<file path="src/rtl/ncca_pkg.sv">
// ncca_pkg: mode encodings, digit width and PP exactness selection shared by the approximate multiplier
package ncca_pkg;
  localparam logic [1:0] MODE_EXACT  = 2'd0;
  localparam logic [1:0] MODE_SPLIT  = 2'd1;
  localparam logic [1:0] MODE_APPROX = 2'd2;
  localparam int DIGIT = 4;
  function automatic logic pp_is_exact(input logic [1:0] mode, input int i, input int j, input int exact_rank);
    return mode == MODE_SPLIT ? (i + j >= exact_rank) : mode != MODE_APPROX;
  endfunction
endpackage

</file>
<file path="src/rtl/ncca_nib_mul.sv">
// ncca_nib_mul: 4x4 -> 8 digit multiplier, optionally zeroing the TRUNC low bits
module ncca_nib_mul #(
  parameter int TRUNC = 2
) (
  input  logic [3:0] a,
  input  logic [3:0] b,
  input  logic       exact,
  output logic [7:0] p
);
  localparam logic [7:0] KEEP = 8'hFF << TRUNC;
  logic [7:0] full;
  assign full = 8'(a) * 8'(b);
  assign p = exact ? full : full & KEEP;
endmodule

</file>
<file path="src/rtl/ncca_pipe_mul.sv">
// ncca_pipe_mul: 3-stage pipelined WxW approximate multiplier built from per-digit partial products
module ncca_pipe_mul
  import ncca_pkg::*;
#(
  parameter int W          = 8,
  parameter int TRUNC      = 2,
  parameter int EXACT_RANK = 2 * (W / 4) - 2
) (
  input  logic           clk,
  input  logic           rst,
  input  logic           in_valid,
  output logic           in_ready,
  input  logic [W-1:0]   in_a,
  input  logic [W-1:0]   in_b,
  input  logic [1:0]     in_mode,
  output logic           out_valid,
  input  logic           out_ready,
  output logic [2*W-1:0] out_prod,
  output logic [1:0]     out_mode
);
  localparam int N = W / DIGIT;
  logic           adv, v1, v2, v3;
  logic [W-1:0]   a1, b1;
  logic [1:0]     m1, m2;
  logic [7:0]     pp_c [N*N];
  logic [7:0]     pp   [N*N];
  logic [2*W-1:0] sum;
  // one global enable: the whole pipe moves or the whole pipe holds
  assign adv       = !v3 || out_ready;
  assign in_ready  = adv;
  assign out_valid = v3;
  for (genvar i = 0; i < N; i++) begin : g_a
    for (genvar j = 0; j < N; j++) begin : g_b
      ncca_nib_mul #(.TRUNC(TRUNC)) u_nib (
        .a    (a1[DIGIT*i +: DIGIT]),
        .b    (b1[DIGIT*j +: DIGIT]),
        .exact(pp_is_exact(m1, i, j, EXACT_RANK)),
        .p    (pp_c[i*N+j])
      );
    end
  end
  always_comb begin
    sum = '0;
    for (int k = 0; k < N*N; k++) sum = sum + ((2*W)'(pp[k]) << (DIGIT * (k / N + k % N)));
  end
  always_ff @(posedge clk or posedge rst) begin
    if (rst) begin
      v1       <= 1'b0;
      v2       <= 1'b0;
      v3       <= 1'b0;
      a1       <= '0;
      b1       <= '0;
      m1       <= MODE_EXACT;
      m2       <= MODE_EXACT;
      pp       <= '{default: '0};
      out_prod <= '0;
      out_mode <= MODE_EXACT;
    end else if (adv) begin
      v1       <= in_valid;
      a1       <= in_a;
      b1       <= in_b;
      m1       <= in_mode == 2'd3 ? MODE_EXACT : in_mode;
      v2       <= v1;
      pp       <= pp_c;
      m2       <= m1;
      v3       <= v2;
      out_prod <= sum;
      out_mode <= m2;
    end
  end
endmodule
</file>
<file path="config.mk">
export PLATFORM = sky130hd
export DESIGN_NAME = ncca_pipe_mul
export DESIGN_NICKNAME = d
export VERILOG_FILES = /design/src/rtl/ncca_pkg.sv /design/src/rtl/ncca_nib_mul.sv /design/src/rtl/ncca_pipe_mul.sv
export SDC_FILE = /design/constraint.sdc
export NUM_CORES = 1
export LEC_CHECK = 0
export ABC_AREA = 1
export BUFFER_PORTS_ARGS = -buffer_cell sky130_fd_sc_hd__buf_2
export CORE_UTILIZATION = 60
export DETAILED_ROUTE_END_ITERATION = 10
export MAX_ROUTING_LAYER = met4
export PLACE_DENSITY = 0.8
export SYNTH_ARGS = -nofsm -noshare
export SYNTH_HDL_FRONTEND = slang
export SYNTH_SLANG_ARGS = --single-unit
</file>
<file path="constraint.sdc">
create_clock -name clk -period 3.1 [get_ports clk]
set_input_delay 0.31 -clock clk [delete_from_list [all_inputs] [get_ports clk]]
set_output_delay 0.31 -clock clk [all_outputs]
set_load 0.03 [all_outputs]
</file>
==> impl_metrics.csv <==
group,metric,value,unit
run_status,outcome,"complete, no violations",
die,io_pins,42,
yosys,synth-edff-count,0,
yosys,yosysWarnings,0,
sta,hold_viol_final,0,
yosys,ys_seq_area_share,34.9,%
setup_path,crit_required,3.30,ns
drt,drtPass1Iterations,5,
yosys,syn_nets,779,
pwr,pwr-share-clk,14.0,%
drt,via_per_inst,5.25,
drt,finalWirelength,10.8,mm
clock_network,tritoncts,"built",
yosys,yosysUniqueCellTypes,27,
setup_path,r2r_end,"pp[30]",
layout,multi_input_area,2880,um^2
setup_path,crit_end,"pp[30]",
clock_network,cts_buffer_depth,2,
clock_network,clock_sinks,73,
global_route,grt_pass1_vias,4234,
clock_network,cts_resized,0,
yosys,ys_top_cells_by_area,"dfrtp_1, nand2_1, ha_1",
sta,fmax,344,MHz
pwr,p_per_area,946,nW/um^2
sta,layout_setup_ws,0.195,ns
global_route,antenna_found_initial,0,
pwr,vdd_drop_max,455,uV
global_route,grt_max_degree,89,
placed_design,hpwl,7.96,mm
global_route,grt_pass1_wl,18.7,mm
setup_path,worst_setup_path_end_kind,"flop",
yosys,async_flop_share,100,%
global_route,globalRouteOverflowTotal,0,
yosys,yosys.cell_count.top_type,"nand2_1",
die,die_w,95.4,um
layout,num-fill-cells,697,
sta,drv_slew,0,
setup_path,crit_arrival,3.11,ns
clock_network,post_cts_buffers,0,
die,start_util,62.8,%
yosys,syn-instance-count,675,
sta,finClkSkew,0.00694,ns
sta,tightestPinTransition,0.795,ns
clock_network,root_buffer,"clkbuf_8",
layout,final_cells,813,
yosys,synth-seq-cells,73,
pwr,power,5380,uW
placed_design,gp_congestion,0.879,
drt,drtIter0Drc,215,
yosys,syn_area_per_cell,7.76,um^2
layout,area_growth,8.45,%
setup_path,r2r_setup_slack,0.20,ns
pwr,leakage,0.00346,uW
setup_path,cp-startpoint,"a1[0]",
pwr,p_switching,2590,uW
setup_path,crit_type,"flop to flop",
global_route,gr-usage-all-layers,27.6,%
yosys,synthFlopType,"dfrtp_1",
setup_path,regToRegStartpoint,"a1[0]",
drt,vias,4267,
placed_design,portBuffers,41,
setup_path,cp_max_fo,8,
pwr,p_sw_share,48.2,%
drt,drc,0,
placed_design,pre_cts_ws,0.207,ns
die,core_area,8340,um^2
yosys,yosys.area.top_type,"dfrtp_1",
layout,nNetsFinal,807,
pwr,sequentialPowerShare,30.2,%
die,dieArea,9110,um^2
drt,drtAntennaViolNets,0,
clock_network,path_clk_slew,0.08,ns
run,drv_cap,0,
sta,min_period,2.90,ns
die,rows,33,
sta,period_share,93.7,%
yosys,netlist_area,5240,um^2
die,die_height,95.4,um
setup_path,reg2reg_depth,9,
clock_network,numCtsBuffers,9,
sta,tns,0,ns
sta,rsz0062_at_grt,"false",
layout,regArea,1830,um^2
pwr,p_int,2790,uW
drt,wl_per_cell,13.3,um
clock_network,htree_num_levels,3,
sta,relSlewSlack,47.0,%
pwr,pwr-share-comb,55.8,%
clock_network,insertion_delay,0.35,ns
layout,antenna_cells,0,
worst_hold_path,hold_path_class,"input pin to flop",
layout,drive_gt1_share,9.60,%
yosys,synthTopCellsByCount,"nand2_1, inv_1, dfrtp_1",
sta,whs,0.144,ns
placed_design,dpl.cell_count,796,
clock_network,hold_buffers,1,
yosys,yosysTopAreaCellShare,34.9,%
sta,finalSetupViolCount,0,
setup_path,startpoint_type,"flop",
state kept, by name (all words and copies together), names as in the netlist:
register and flops:
v1 1, m1 2, pp 32, out_mode 2, out_valid 1, a1 8, out_prod 16, b1 8
m2 2, v2 1
through the flow:
step / instance area, um^2 / util (%)
finish: 5680 / 68.1
global placement: 5470 / 65.6
detailed placement: 5470 / 65.6
global route: 5680 / 68.1
floorplan: 5240 / -
CTS: 5680 / 68.1
final cells by class:
type                    instances  share of cell area (%)
flip-flops and latches         73                    32.2
repair buffers                 48                    4.58
well taps                     105                    2.31
multi-input cells             469                    50.7
inverters                     102                    6.74
clock inverters                 4                   0.595
clock buffers                  12                    2.91
cells by family (layout without fill, tap and decap cells):
kind of cell | Yosys count | in the layout | share of synthesized area (%)
simple gates | 322 | 322 | 24.6
flops | 73 | 73 | 34.9
fa+ha+maj | 82 | 82 | 23.2
compound gates | 56 | 56 | 5.73
buf+inv | 133 | 166 | 10.1
xor+xnor | 9 | 9 | 1.50
cell usage in the layout, fill, tap and decap left out:
cell           instances
inv_2                  2
nand3_1               30
xnor2_1                7
a21oi_1               12
nor2_4                 1
a21boi_0               1
clkinvlp_4             1
nand3b_1               2
o21bai_1               1
a31oi_1                4
buf_2                 41
dfrtp_1               73
o21ai_1                1
o31ai_1                1
clkbuf_8              12
xor2_1                 2
inv_1                100
fa_1                  25
clkinv_4               1
nand2_1              264
or2_2                  1
o21ai_0               32
o22ai_1                3
inv_6                  2
ha_1                  57
a21oi_2                1
buf_4                  6
nor2_1                14
dlygate4sd3_1          1
nand4_1               10
how the worst min path moves through the flow:
stage,end,start,cells after the start,slack [ns]
2_1_floorplan,m1[1],in_mode[0],1,0.41
3_3_place_gp,out_mode[0],rst,2,0.29
3_5_place_dp,out_mode[0],rst,2,0.29
4_1_cts,a1[3],in_a[3],3,0.14
5_1_grt,b1[0],in_b[0],3,0.14
6_report,a1[3],in_a[3],3,0.14
power by group through the flow:
stage	combinational [uW]	sequential, uW	clock, uW
after floorplan	2180	1710	0
after CTS	3000	1620	764
after global routing	3450	1680	805
final	3000	1630	751
after global placement	2860	1610	0
after detailed placement	2950	1640	0
layer usage:
layer  vias to the layer above  routed length, um  global-route usage [%]
li1                       2147                  -                       -
met1                      1978               5050                    34.7
met2                       120               5140                    45.9
met3                        22                403                    3.27
met4                         0                224                    9.83
met5                         -                  0                       -
worst max-delay path: stages, from the launching register on:
cell and delay [ns]:
dfrtp_1 0.50, nand2_1 0.14, fa_1 0.55, inv_1 0.05
fa_1 0.56, inv_1 0.06, fa_1 0.44, o21ai_0 0.23
xnor2_1 0.14, o21ai_0 0.08
(Power assumes the default switching activity.)
